`src/rtl/coarse_align_seq_if.sv`:
```
// Coarse-align sequencer bus: reference strobe, per-channel comparator inputs and
// per-channel pulse/status outputs. No handshake; all outputs are registered by the sequencer.
interface coarse_align_seq_if #(
    parameter int CHANNELS = 3
);
    logic                ref_tick;
    logic [CHANNELS-1:0] align_en;
    logic [CHANNELS-1:0] tlc;
    logic [CHANNELS-1:0] err_sign;
    logic [CHANNELS-1:0] adhi;
    logic [CHANNELS-1:0] up_pulse;
    logic [CHANNELS-1:0] dn_pulse;
    logic [CHANNELS-1:0] aligned;
    logic [CHANNELS-1:0] fail;
    logic                busy;

    modport master (
        output ref_tick, align_en, tlc, err_sign, adhi,
        input  up_pulse, dn_pulse, aligned, fail, busy
    );

    modport slave (
        input  ref_tick, align_en, tlc, err_sign, adhi,
        output up_pulse, dn_pulse, aligned, fail, busy
    );
endinterface

```
`src/rtl/coarse_align_seq.sv`:
```
// Per-channel coarse-align FSM: confirms persistent TLC on ref_tick, then drives rate-limited up/down pulses.
// Latency: async inputs 2 clk through synchronisers, outputs registered; no backpressure from the read counter.
module coarse_align_seq #(
    parameter int CHANNELS  = 3,
    parameter int CONFIRM   = 2,
    parameter int PULSE_DIV = 4,
    parameter int TIMEOUT   = 1023
) (
    input  logic             clk,
    input  logic             rst_n,
    coarse_align_seq_if.slave bus
);
    localparam int CW = $clog2(CONFIRM + 1);
    localparam int DW = $clog2(PULSE_DIV);
    localparam int PW = $clog2(TIMEOUT + 1);

    typedef enum logic [2:0] {
        ST_OFF,
        ST_MONITOR,
        ST_DRIVE,
        ST_SETTLE,
        ST_FAIL
    } state_t;

    logic [CHANNELS-1:0] tlc_m, tlc_s;
    logic [CHANNELS-1:0] err_m, err_s;
    logic [CHANNELS-1:0] adhi_m, adhi_s;

    always_ff @(posedge clk or negedge rst_n) begin
        if (!rst_n) begin
            tlc_m  <= '0;
            tlc_s  <= '0;
            err_m  <= '0;
            err_s  <= '0;
            adhi_m <= '0;
            adhi_s <= '0;
        end else begin
            tlc_m  <= bus.tlc;
            tlc_s  <= tlc_m;
            err_m  <= bus.err_sign;
            err_s  <= err_m;
            adhi_m <= bus.adhi;
            adhi_s <= adhi_m;
        end
    end

    logic [CHANNELS-1:0] up_v, dn_v, aligned_v, fail_v, busy_v;
    logic                busy_r;

    for (genvar g = 0; g < CHANNELS; g++) begin : g_ch
        state_t        state, state_nxt;
        logic [CW-1:0] conf, conf_nxt;
        logic [DW-1:0] div, div_nxt;
        logic [PW-1:0] pcount, pcount_nxt;
        logic          dir, dir_nxt;
        logic          up_nxt, dn_nxt;
        logic          up_r, dn_r, aligned_r, fail_r;

        always_comb begin
            state_nxt  = state;
            conf_nxt   = conf;
            div_nxt    = div;
            pcount_nxt = pcount;
            dir_nxt    = dir;
            up_nxt     = 1'b0;
            dn_nxt     = 1'b0;
            if (!bus.align_en[g]) begin
                state_nxt  = ST_OFF;
                conf_nxt   = '0;
                div_nxt    = '0;
                pcount_nxt = '0;
            end else begin
                case (state)
                    ST_OFF: begin
                        state_nxt  = ST_MONITOR;
                        conf_nxt   = '0;
                        pcount_nxt = '0;
                    end
                    ST_MONITOR: begin
                        if (bus.ref_tick) begin
                            if (!tlc_s[g]) begin
                                conf_nxt = '0;
                            end else if (conf == CW'(CONFIRM - 1)) begin
                                // ambiguity forces upward drive to escape the 180 degree null
                                state_nxt = ST_DRIVE;
                                conf_nxt  = '0;
                                div_nxt   = '0;
                                dir_nxt   = adhi_s[g] | err_s[g];
                            end else begin
                                conf_nxt = conf + 1'b1;
                            end
                        end
                    end
                    ST_DRIVE: begin
                        if (div == DW'(PULSE_DIV - 1)) begin
                            div_nxt    = '0;
                            pcount_nxt = pcount + 1'b1;
                            up_nxt     = dir;
                            dn_nxt     = ~dir;
                            if (pcount == PW'(TIMEOUT - 1))
                                state_nxt = ST_FAIL;
                        end else begin
                            div_nxt = div + 1'b1;
                        end
                        if (state_nxt == ST_DRIVE && bus.ref_tick && !tlc_s[g])
                            state_nxt = ST_SETTLE;
                    end
                    ST_SETTLE: begin
                        if (bus.ref_tick) begin
                            if (tlc_s[g]) begin
                                state_nxt = ST_DRIVE;
                                div_nxt   = '0;
                                dir_nxt   = adhi_s[g] | err_s[g];
                            end else begin
                                state_nxt  = ST_MONITOR;
                                conf_nxt   = '0;
                                pcount_nxt = '0;
                            end
                        end
                    end
                    ST_FAIL: state_nxt = ST_FAIL;
                    default: state_nxt = ST_OFF;
                endcase
            end
        end

        always_ff @(posedge clk or negedge rst_n) begin
            if (!rst_n) begin
                state     <= ST_OFF;
                conf      <= '0;
                div       <= '0;
                pcount    <= '0;
                dir       <= 1'b0;
                up_r      <= 1'b0;
                dn_r      <= 1'b0;
                aligned_r <= 1'b0;
                fail_r    <= 1'b0;
            end else begin
                state     <= state_nxt;
                conf      <= conf_nxt;
                div       <= div_nxt;
                pcount    <= pcount_nxt;
                dir       <= dir_nxt;
                up_r      <= up_nxt;
                dn_r      <= dn_nxt;
                aligned_r <= (state_nxt == ST_MONITOR) && (conf_nxt == '0);
                fail_r    <= (state_nxt == ST_FAIL);
            end
        end

        assign up_v[g]      = up_r;
        assign dn_v[g]      = dn_r;
        assign aligned_v[g] = aligned_r;
        assign fail_v[g]    = fail_r;
        assign busy_v[g]    = (state_nxt == ST_DRIVE) || (state_nxt == ST_SETTLE);
    end

    always_ff @(posedge clk or negedge rst_n) begin
        if (!rst_n) busy_r <= 1'b0;
        else        busy_r <= |busy_v;
    end

    assign bus.up_pulse = up_v;
    assign bus.dn_pulse = dn_v;
    assign bus.aligned  = aligned_v;
    assign bus.fail     = fail_v;
    assign bus.busy     = busy_r;
endmodule

```
`src/flat_wrapper.sv`:
```
// flat-port wrapper written by rule: the top's interface ports become plain ports
module coarse_align_seq_flat 
#(
    parameter int CHANNELS  = 3,
    parameter int CONFIRM   = 2,
    parameter int PULSE_DIV = 4,
    parameter int TIMEOUT   = 1023
)
  (clk, rst_n, bus_ref_tick, bus_align_en, bus_tlc, bus_err_sign, bus_adhi, bus_up_pulse, bus_dn_pulse, bus_aligned, bus_fail, bus_busy);
  coarse_align_seq_if #(.CHANNELS(CHANNELS)) bus_i ();
  input  logic clk;
  input  logic rst_n;
  input wire logic [$bits(bus_i.ref_tick)-1:0] bus_ref_tick;
  input wire logic [$bits(bus_i.align_en)-1:0] bus_align_en;
  input wire logic [$bits(bus_i.tlc)-1:0] bus_tlc;
  input wire logic [$bits(bus_i.err_sign)-1:0] bus_err_sign;
  input wire logic [$bits(bus_i.adhi)-1:0] bus_adhi;
  output wire logic [$bits(bus_i.up_pulse)-1:0] bus_up_pulse;
  output wire logic [$bits(bus_i.dn_pulse)-1:0] bus_dn_pulse;
  output wire logic [$bits(bus_i.aligned)-1:0] bus_aligned;
  output wire logic [$bits(bus_i.fail)-1:0] bus_fail;
  output wire logic [$bits(bus_i.busy)-1:0] bus_busy;
  assign bus_i.ref_tick = bus_ref_tick;
  assign bus_i.align_en = bus_align_en;
  assign bus_i.tlc = bus_tlc;
  assign bus_i.err_sign = bus_err_sign;
  assign bus_i.adhi = bus_adhi;
  assign bus_up_pulse = bus_i.up_pulse;
  assign bus_dn_pulse = bus_i.dn_pulse;
  assign bus_aligned = bus_i.aligned;
  assign bus_fail = bus_i.fail;
  assign bus_busy = bus_i.busy;
  coarse_align_seq #(.CHANNELS(CHANNELS), .CONFIRM(CONFIRM), .PULSE_DIV(PULSE_DIV), .TIMEOUT(TIMEOUT)) u_core (.clk(clk), .rst_n(rst_n), .bus(bus_i));
endmodule
```
`config.mk`:
```
export PLATFORM = sky130hd
export DESIGN_NAME = coarse_align_seq_flat
export DESIGN_NICKNAME = d
export VERILOG_FILES = /design/src/rtl/coarse_align_seq_if.sv /design/src/rtl/coarse_align_seq.sv /design/src/flat_wrapper.sv
export SDC_FILE = /design/constraint.sdc
export NUM_CORES = 1
export LEC_CHECK = 0
export ABC_AREA = 1
export ABC_CLOCK_PERIOD_IN_PS = 1680
export CAP_MARGIN = 20
export CORE_UTILIZATION = 45
export CTS_CLUSTER_DIAMETER = 200
export CTS_CLUSTER_SIZE = 28
export DETAILED_ROUTE_END_ITERATION = 6
export PLACE_DENSITY = 0.62
export SETUP_SLACK_MARGIN = 0.15
export SLEW_MARGIN = 25
export SYNTH_ARGS = -nofsm -noshare
export SYNTH_HDL_FRONTEND = slang
export SYNTH_SLANG_ARGS = --single-unit
```
`constraint.sdc`:
```
create_clock -name clk -period 1.68 [get_ports clk]
set_input_delay 0.336 -clock clk [delete_from_list [all_inputs] [get_ports clk]]
set_output_delay 0.336 -clock clk [all_outputs]
set_load 0.03 [all_outputs]
```
== Yosys cells after proc, flatten, opt, wreduce, memory -nomap -nowiden ==
Cells that the tools add are included.
Word-level totals
  flip-flop bits (word level): 85
  bits of input ports: 15
  output and inout port bits: 13
  logic and storage cells: 293
Cells by class
  add/subtract/negate cells: 9
  equal/unequal tests: 78
  muxes and demuxes: 132
  bitwise gates (word level): 6
  reduce and logical (&&, ||, !) cells: 34
Operator list (number)
  2-to-1 mux 10 bit: 12
  2-to-1 mux 3 bit: 30
  one-hot mux 10 bit (3 select lines): 3
  2-to-1 mux 2 bit: 42
  equality test 3 x 2 -> 1 bit, second input constant: 15
  one-hot mux 3 bit (5 select lines): 3
  inequality test 3 x 2 -> 1 bit, second input constant: 12
  one-hot mux 2 bit (3 select lines): 6
  2-to-1 mux 1 bit: 33
  adder 10 x 1 -> 10 bit, second input constant: 3
  equality test 10 bit, second input constant: 3
  inequality test 3 bit, second input constant: 9
  inequality test 4 x 1 -> 1 bit, second input constant: 6
  AND reduction 7 bit: 3
  equality test 3 x 1 -> 1 bit, second input constant: 6
  equality test 3 bit, second input constant: 6
  inequality test 2 x 1 -> 1 bit, second input constant: 9
  AND reduction 6 bit: 3
  adder 2 x 1 -> 2 bit, second input constant: 6
  inequality test 2 bit, second input constant: 6
  AND reduction 4 bit: 3
  logical AND 1 bit: 9
  logical NOT 3 bit: 3
  equality test 2 x 1 -> 1 bit, second input constant: 3
  9 further kinds: 25

== Depth between registers and ports, before layout ==
Gate-level depths: netlist of run 1.
  depth after elaboration: 14
  mapped depth: 11
  depth with buffers taken out: 10

== Worst setup path before layout of run 1 ==
Ideal clock, no wire load.
  path kind: register to register
  from: register u_core.g_ch[0].pcount[0]
  to: register u_core.busy_r, in the netlist u_core.bus.busy
  library setup time: 0.134 ns
  data arrival time: 1.226 ns
  data required time: 1.546 ns
  path slack: 0.319 ns
  stages on the path, launching flop included: 10
  buffers on the path: 0
  clock period less this slack: 1.361 ns
  cell sequence: dfrtp_1 > inv_1 > ha_1 > nand2_1 > nor2_1 > nand3_1 > nand2_1 > inv_1 > o21ai_0 > nand3_1
Between the ends
  word-level cells in the longest chain between the ends: 14
  elaborated cells between the ends (all ways): 15
  those cells by class: eq/ne (4); mux (7); reduce/logical (4)
RTL lines
  start: declaration: line coarse_align_seq.sv:54  | logic [PW-1:0] pcount, pcount_nxt;
  start signal: assignment: line coarse_align_seq.sv:142  | pcount <= pcount_nxt;
  equality test 10 bit *: line coarse_align_seq.sv:100  | if (pcount == PW'(TIMEOUT - 1))
  2-to-1 mux 3 bit *: line coarse_align_seq.sv:100
  2-to-1 mux 3 bit *: line coarse_align_seq.sv:95  | if (div == DW'(PULSE_DIV - 1)) begin
  2-to-1 mux 3 bit *: line coarse_align_seq.sv:73  | case (state)
  2-to-1 mux 3 bit *: line coarse_align_seq.sv:67  | if (!bus.align_en[g]) begin
  equality test 3 x 2 -> 1 bit: line coarse_align_seq.sv:105  | if (state_nxt == ST_DRIVE && bus.ref_tick && !tlc_s[g])
  logical AND 1 bit (2 in a row): line coarse_align_seq.sv:105
  2-to-1 mux 3 bit *: line coarse_align_seq.sv:105
  one-hot mux 3 bit (5 select lines) *: line coarse_align_seq.sv:73
  2-to-1 mux 3 bit *: line coarse_align_seq.sv:67
  equality test 3 x 2 -> 1 bit: line coarse_align_seq.sv:155  | assign busy_v[g] = (state_nxt == ST_DRIVE) || (state_nxt == ST_SETTLE);
  logical OR 1 bit *: line coarse_align_seq.sv:155
  OR reduction 3 bit *: line coarse_align_seq.sv:160  | else busy_r <= |busy_v;
  end signal: assignment: line coarse_align_seq.sv:160
  end: declaration: line coarse_align_seq.sv:48  | logic busy_r;
Every way passes the cells marked *; elsewhere a longest branch is shown, timed or not. The select of a mux whose other input is x is not followed.
A chain may end at the register's enable or synchronous reset.

== Worst setup path after layout of run 1 ==
  from: register u_core.busy_r, in the netlist u_core.bus.busy
  to: output bus_busy
RTL lines
  end: declaration: line flat_wrapper.sv:22  | output wire logic [$bits(bus_i.busy)-1:0] bus_busy;
No word-level cell between the ends.

==> metrics.md, run 1 <==
| Metric | Value |
|---|---|
| Outcome | finished, final reports clean |
| Critical path buffers and inverters | 1 |
| Setup violations, final | 0 |
| Post-route cell area | 0.00549 mm² |
| Antenna-violating nets left | 0 |
| CP arrival | around 1.1 ns |
| Total CTS buffers | 9 |
| Vias | 3,937 |
| Period utilisation layout | around 87% |
| Post-Place Cell Area | a little over 0.005 mm² |
| Root Buffer | clkbuf_8 |
| CP startpoint kind | flip-flop |
| Layout area overhead | 17.8% |
| Grt ovf | 0 |
| Post-synthesis mux area share | 0.429% |
| First-pass DRT Iterations | 5 |
| Largest net degree at the start of global routing | 86 |
| Die W | 104 µm |
| Synthesis-stage register bit count | 85 |
| Critical path's largest stage delay | 0.40 ns |
| H-tree Lvls | 3 |
| Io pins | 28 |
| CP Cell Sequence | dlygate4sd2_1 |
| Most frequent cells in the layout | 172 x nand2_1, 81 x dfrtp_1, 73 x inv_1, 55 x nand3_1, 54 x nor2_1 |
| Final Worst Setup Slack | 0.225 ns |
| Dpl hpwl | 6.82 mm |
| Antenna violations before repair | 0 |
| Row count | 36 |
| Crit path depth | 1 |
| DP Worst Slack | -0.183 ns |
| Post-Syn Area | 0.00466 mm² |
| Post-Syn Nets | 631 |
| Avg Cell Area, Syn | 7.68 µm² |
| DR vias/cell | 4.97 |
| Post-route minimum period | around 1.5 ns |
| CTS tree | built |
| Diodes inserted | 0 |
| Largest family of logic cells by synthesized area | simple AND/OR/NAND/NOR gates |
| Die Span Y | 104 µm |
| Core ar. | 0.00991 mm² |
| Port bufs | 27 |
| Pwr/cell area | 729 mW/mm² |
| Xor and xnor area share after synthesis | 0.563% |
| Netlist cell types | 39 |
| Register area share after synthesis | 45.6% |
| Bufs on Longest Clock Path | 2 |
| Worst-Margin Slew | 0.450 ns |
| Final #Nets | 679 |
| Drt wl/cell | approximately 12 µm |
| Peak supply drop | 0.547 mV |
| CTS clk-pin slew, worst paths | 0.09 ns |
| Layout cells sized above 1 | 16.7% |
| RSZ-0062 raised after global routing | true |
| Fill count | 944 |
| GP Congestion | about 0.87 |
| Initial Util | 47.1% |
| Area of the multi-input gates | between 0.002 and 0.0025 mm² |
| Slowest stage cell, crit path | dlygate4sd2_1 |
| Endpoint type of the worst setup path | output pin |
| Vias in the first global route | 3,824 |
| Crit-path max FO | 1 |
| Crit path kind | flip-flop to output pin |
| Adder-cell share of the synthesized area | 2.41% |
| GRT Total Usage | 19.5% |
| Final slew viol count | 0 |
| F_max | 687 MHz |
| First-pass GRT wire length | between 15 and 20 mm |
| Full die area | 0.0108 mm² |
| Hold Violations, Final | 0 |
| Area fraction in compound gates after synthesis | 7.38% |
| Setup TNS | 0 ns |
| Clock sinks | between 80 and 90 |
| Post-Synth Simple-Gate Area | 33.0% |
| Final Skew | 0.0148 ns |
| Clk Latency, worst-skew pair | 0.36 ns |
| Reg2Reg Depth | 9 |
| CP required | 1.34 ns |
| Initial detailed-routing violation count | 183 |
| Reg area | between 0.002 and 0.0025 mm² |
| Crit path max-delay family | buffers and inverters |
| Yosys warning total | 0 |
| # Max-Cap Violations | 0 |
| Commonest non-fill, non-tap cell in the layout | nand2_1 |
| Syn Inst Count | 607 |
| Total wire length | 9.71 mm |
| DRC | 0 |
| Relative slew margins | between 70% and 80% |
| Min-Delay Path Class | input port to async pin |
| Lkg Pwr | ~2.7 nW |
==> kinds of logic after synthesis <==
family | Yosys count
muxes | 2
AOI/OAI and AO/OA | 57
buffers and inverters | 107
DFF | 85
adders and majority gates | 9
xor gates and xnor gates | 3
and+or+nand+nor | 344
==> worst reg2reg max path: stages (launching register included) <==
cell and delay, ns:
dfrtp_1 0.40, inv_2 0.10, ha_4 0.13, nand2_1 0.05, nor2_1 0.10, nand3b_1 0.18
nand3b_1 0.18, nand2_1 0.08, nand3_2 0.06, nor2_1 0.04
==> synthesized netlist by cell type (all sizes together) <==
master  number  area share [%]
ha           9             2.4
o21bai       3            0.48
nor4         1            0.13
buf         22             3.7
xor2         2            0.38
inv         84             6.8
or2          2            0.27
clkbuf       1           0.080
o32ai        2            0.38
nand3       59             6.4
nand2      181              15
xnor2        1            0.19
o211ai       4            0.75
nand4       16             2.1
nor3         7            0.86
nor3b        2            0.32
o21ai       33             4.0
mux2i        2            0.43
a31oi        1            0.13
dfrtp       85              46
nand3b       4            0.64
a211oi       2            0.32
nor2        72             7.0
a21oi       12             1.3
==> power breakdown <==
part           total (mW)  leakage, nW  internal (mW)  switching [mW]
Sequential           2.13         1.12           2.09          0.0337
Combinational       0.381         1.53          0.143           0.237
Clock                1.50       0.0947          0.761           0.737
==> per-stage QoR <==
step / std cells / hold slack, ns / total power, mW / util, %
after detailed placement: 768 / 0.337 / 2.54 / 51.6
after floorplan: 607 / 0.0404 / 2.39 / -
after global placement: 768 / 0.332 / 2.53 / 51.6
after CTS: 783 / 0.0189 / 4.05 / 53.5
final: 792 / 0.00344 / 4.01 / 55.4
after global routing: 792 / 0.0341 / 4.19 / 55.4
==> layer usage <==
metal | routed length (µm) | global-route usage [%] | up-vias | part of all wire [%]
met3 | 308 | 4.34 | 12 | 3.2
met5 | 0 | 0 | - | 0
met2 | 4660 | 31.5 | 62 | 48
met4 | 126 | 5.92 | 0 | 1.3
li1 | - | - | 2012 | -
met1 | 4610 | 26.1 | 1851 | 47
==> flip-flops by register name, summed over array words and instances (netlist names) <==
| name | cells |
|---|---|
| u_core.g_ch.pcount | 30 |
| u_core.g_ch.state | 9 |
| u_core.g_ch.conf | 6 |
| u_core.g_ch.div | 6 |
| u_core.adhi_m | 3 |
| u_core.adhi_s | 3 |
| u_core.err_m | 3 |
| u_core.err_s | 3 |
| u_core.g_ch.aligned_r | 3 |
| u_core.g_ch.dir | 3 |
| u_core.g_ch.dn_r | 3 |
| u_core.g_ch.fail_r | 3 |
| u_core.g_ch.up_r | 3 |
| u_core.tlc_m | 3 |
| u_core.tlc_s | 3 |
| u_core.bus.busy | 1 |
==> layout make-up <==
cell class / instances / area share, %
clock buffers: 12 / 2.82
repair buffers: 60 / 9.59
flip-flops and latches: 85 / 38.8
clock inverters: 3 / 0.820
inverters: 84 / 5.92
multi-input cells: 415 / 39.0
well taps: 133 / 3.03
==> path summary, 6_finish.rpt <==
kind                            slack (ns)                startpoint                        to
worst min register to register        0.35           u_core.err_m[0]           u_core.err_s[0]
max in group asynchronous             1.30                     rst_n  u_core.g_ch[1].pcount[0]
min in group clk                      0.35           u_core.err_m[0]           u_core.err_s[0]
worst min-delay path                 0.003                     rst_n  u_core.g_ch[2].pcount[7]
worst max-delay path                  0.22           u_core.bus.busy                  bus_busy
worst max register to register        0.27  u_core.g_ch[2].pcount[0]  u_core.g_ch[2].aligned_r
==> timing repair <==
item	4_1_cts	5_1_grt
endpoints found under the setup margin	19	40
setup buffers	0	9
hold endpoints to repair	0	0
hold buffers	0	0
gates resized for setup	15	35
pin swaps	0	9
(Power assumes the default switching activity.)
==> run 2: changes to the inputs <==
--- a/config.mk
+++ b/config.mk
@@ -7,13 +7,13 @@
 export LEC_CHECK = 0
 export ABC_AREA = 1
 export ABC_CLOCK_PERIOD_IN_PS = 1680
-export CAP_MARGIN = 20
+export CAP_MARGIN = 30
 export CORE_UTILIZATION = 45
 export CTS_CLUSTER_DIAMETER = 200
 export CTS_CLUSTER_SIZE = 28
 export DETAILED_ROUTE_END_ITERATION = 6
 export PLACE_DENSITY = 0.62
-export SETUP_SLACK_MARGIN = 0.15
+export SETUP_SLACK_MARGIN = 0.2
 export SLEW_MARGIN = 25
 export SYNTH_ARGS = -nofsm -noshare
 export SYNTH_HDL_FRONTEND = slang
==> metrics.md, run 2 (same netlist as run 1, synthesis figures left out) <==
| Metric | Value |
|---|---|
| Outcome | complete, but fails checks |
| Failing checks | hold timing |
| Area of the multi-input gates | 0.00222 mm² (+3.7%) |
| DRC | 0 (unchanged) |
| Vias in the first global route | 3,824 (unchanged) |
| Reg2Reg Depth | 9 (unchanged) |
| Met1 GRT Util | 26.1% (unchanged) |
| # Max-Cap Violations | 0 (unchanged) |
| Post-route minimum period | 1.44 ns (-0.0195 ns) |
| Largest register by flop count | u_core.g_ch.pcount |
| Most frequent cells in the layout | 165 x nand2_1, 78 x dfrtp_1, 71 x inv_1, 54 x nand3_1, 49 x nor2_1 |
| CTS tree | built |
| Diodes inserted | 0 (unchanged) |
| Hold Violations, Final | 1 (+1) |
| RSZ-0062 raised after global routing | true |
| CP arrival | 1.10 ns (-0.02 ns) |
| Endpoint type of the worst setup path | output pin |
| Slowest stage cell, crit path | dfrtp_1 |
| Port bufs | 27 (unchanged) |
| Commonest non-fill, non-tap cell in the layout | nand2_1 |
| Die W | 104 µm (unchanged) |
| Critical path's largest stage delay | 0.39 ns (about the same) |
| Crit path kind | flip-flop to output pin |
| R2R Path End | u_core.g_ch[2].aligned_r |
| CP startpoint kind | flip-flop |
| Full die area | 0.0108 mm² (unchanged) |
| Final slew viol count | 0 (unchanged) |
| Largest registers | u_core.g_ch.pcount x30, u_core.g_ch.state x9 |
| Gr busiest metal | met2 |
| Worst-Margin Slew | 0.449 ns (-0.000927 ns) |
| Relative slew margins | 70.1% (about the same) |
| Core ar. | 0.00991 mm² (unchanged) |
| Io pins | 28 (unchanged) |
| Period utilisation layout | 85.5% (-1.2 points) |
| Setup violations, final | 0 (unchanged) |
| Initial detailed-routing violation count | 203 (+11%) |
| Final Skew | 0.0147 ns (-0.000142 ns) |
| Crit path max-delay family | flip-flops |
| Total CTS buffers | 9 (unchanged) |
| Row count | 36 (unchanged) |
| Vias | 3,921 (-0.41%) |
| Met2 Resource Use GR | 31.5% (unchanged) |
| Critical path buffers and inverters | 1 (unchanged) |
| Final Worst Setup Slack | 0.244 ns (+0.0195 ns) |
| Lkg Pwr | 2.74 nW (about the same) |
| Root Buffer | clkbuf_8 |
| DR vias/cell | 4.94 (-0.66%) |
| Flop2flop setup slack | 0.25 ns (-0.02 ns) |
| First-pass GRT wire length | 17.2 mm (unchanged) |
| Bufs on Longest Clock Path | 2 (unchanged) |
| Antenna violations before repair | 0 (unchanged) |
| Total wire length | 9.78 mm (+0.70%) |
| Fill count | 934 (-1.1%) |
| F_max | 697 MHz (+1.4%) |
| CP Cell Sequence | clkdlybuf4s15_1 |
| Layout cells sized above 1 | 20.1% (+3.4 points) |
| Grt met3 use | 4.34% (unchanged) |
| Final #Nets | 681 (+0.29%) |
| GRT Total Usage | 19.5% (unchanged) |
| H-tree Lvls | 3 (unchanged) |
| DP Worst Slack | -0.183 ns (unchanged) |
| CP required | 1.34 ns (about the same) |
| Max reg flops | 30 (unchanged) |
| Clk Latency, worst-skew pair | 0.37 ns (about the same) |
| Reg area | 0.00214 mm² (+0.18%) |
| Largest net degree at the start of global routing | 86 (unchanged) |
| Peak supply drop | 0.547 mV (+0.11%) |
| Die Span Y | 104 µm (unchanged) |
| Drt wl/cell | 12.3 µm (+0.45%) |
| Worst Hold Slack | -0.0000345 ns (-0.00347 ns) |
| Antenna-violating nets left | 0 (unchanged) |
| Crit path from | u_core.bus.busy |
| Pwr/cell area | 719 mW/mm² (-1.4%) |
| Min-Delay Path Class | input port to async pin |
| Number of hold buffers added after CTS | 0 (unchanged) |
| Dpl hpwl | 6.82 mm (unchanged) |
| Crit-path max FO | 1 (unchanged) |
| GP Congestion | 0.867 (unchanged) |
| CTS clk-pin slew, worst paths | 0.09 ns (about the same) |
| Grt ovf | 0 (unchanged) |
| Worst r2r src | u_core.g_ch[2].pcount[0] |
| Clock sinks | 85 (unchanged) |
| First-pass DRT Iterations | 4 (-1) |
| Initial Util | 47.1% (unchanged) |
| Layout area overhead | 20.0% |
run 2: changes by cell type in the layout (fill, tap and decap cells not counted), sizes merged:
cell	previous run	this run
clkdlybuf4s15	0	4
buf	34	36
dlygate4sd2	13	9
run 2: report_power, final:
part / leakage [nW] / total [mW] / switching [mW] / internal [mW]
combinational: 1.53 / 0.393 / 0.242 / 0.151
clock: 0.0947 / 1.51 / 0.744 / 0.761
sequential: 1.11 / 2.13 / 0.0348 / 2.09
total: 2.74 / 4.03 / 1.02 / 3.01
run 2: area by class of cell:
cell class	count	area share (%)
inverters	84	5.85
well taps	133	2.97
clock buffers	12	2.77
multi-input cells	415	39.7
clock inverters	3	0.804
repair buffers	62	9.77
flip-flops and latches	85	38.1
run 2: what timing repair did:
item                                    in CTS  in global routing
endpoints found under the setup margin      26                 46
pin swaps                                    0                 21
setup buffers                                0                 11
gates resized for setup                     21                 62
run 2: how the worst max path moves through the flow:
stage | endpoint | slack, ns | depth (start not counted)
2_1_floorplan | u_core.bus.busy | 0.32 | 9
3_5_place_dp | u_core.g_ch[0].pcount[8] | -0.18 | 8
4_1_cts | u_core.g_ch[0].pcount[2] | 0.18 | 8
3_3_place_gp | u_core.g_ch[0].pcount[5] | -0.18 | 8
5_1_grt | u_core.g_ch[2].aligned_r | 0.13 | 9
6_report | bus_busy | 0.24 | 1
run 2: metrics by stage:
step | total power [mW] | setup TNS, ns | utilization [%] | cells | area, µm²
6_report | 4.03 | 0 | 56.5 | 794 | 5600
5_1_grt | 4.20 | 0 | 56.5 | 794 | 5600
4_1_cts | 4.05 | 0 | 53.7 | 783 | 5330
3_5_place_dp | 2.54 | -4.38 | 51.6 | 768 | 5110
3_3_place_gp | 2.53 | -3.46 | 51.6 | 768 | 5110
2_1_floorplan | 2.39 | 0 | - | 607 | 4660
run 2: routing by layer:
layer	routed length [µm]	vias up
met2	4710	63
met5	0	-
met1	4610	1833
met4	113	0
met3	340	10
li1	-	2015
==> run 3: changes to the inputs <==
--- a/config.mk
+++ b/config.mk
@@ -12,6 +12,7 @@
 export CTS_CLUSTER_DIAMETER = 200
 export CTS_CLUSTER_SIZE = 28
 export DETAILED_ROUTE_END_ITERATION = 6
+export GPL_ROUTABILITY_DRIVEN = 1
 export PLACE_DENSITY = 0.62
 export SETUP_SLACK_MARGIN = 0.2
 export SLEW_MARGIN = 25
==> results of run 3 <==
No change in the layout: final DEF, timing and power equal those of run 2.
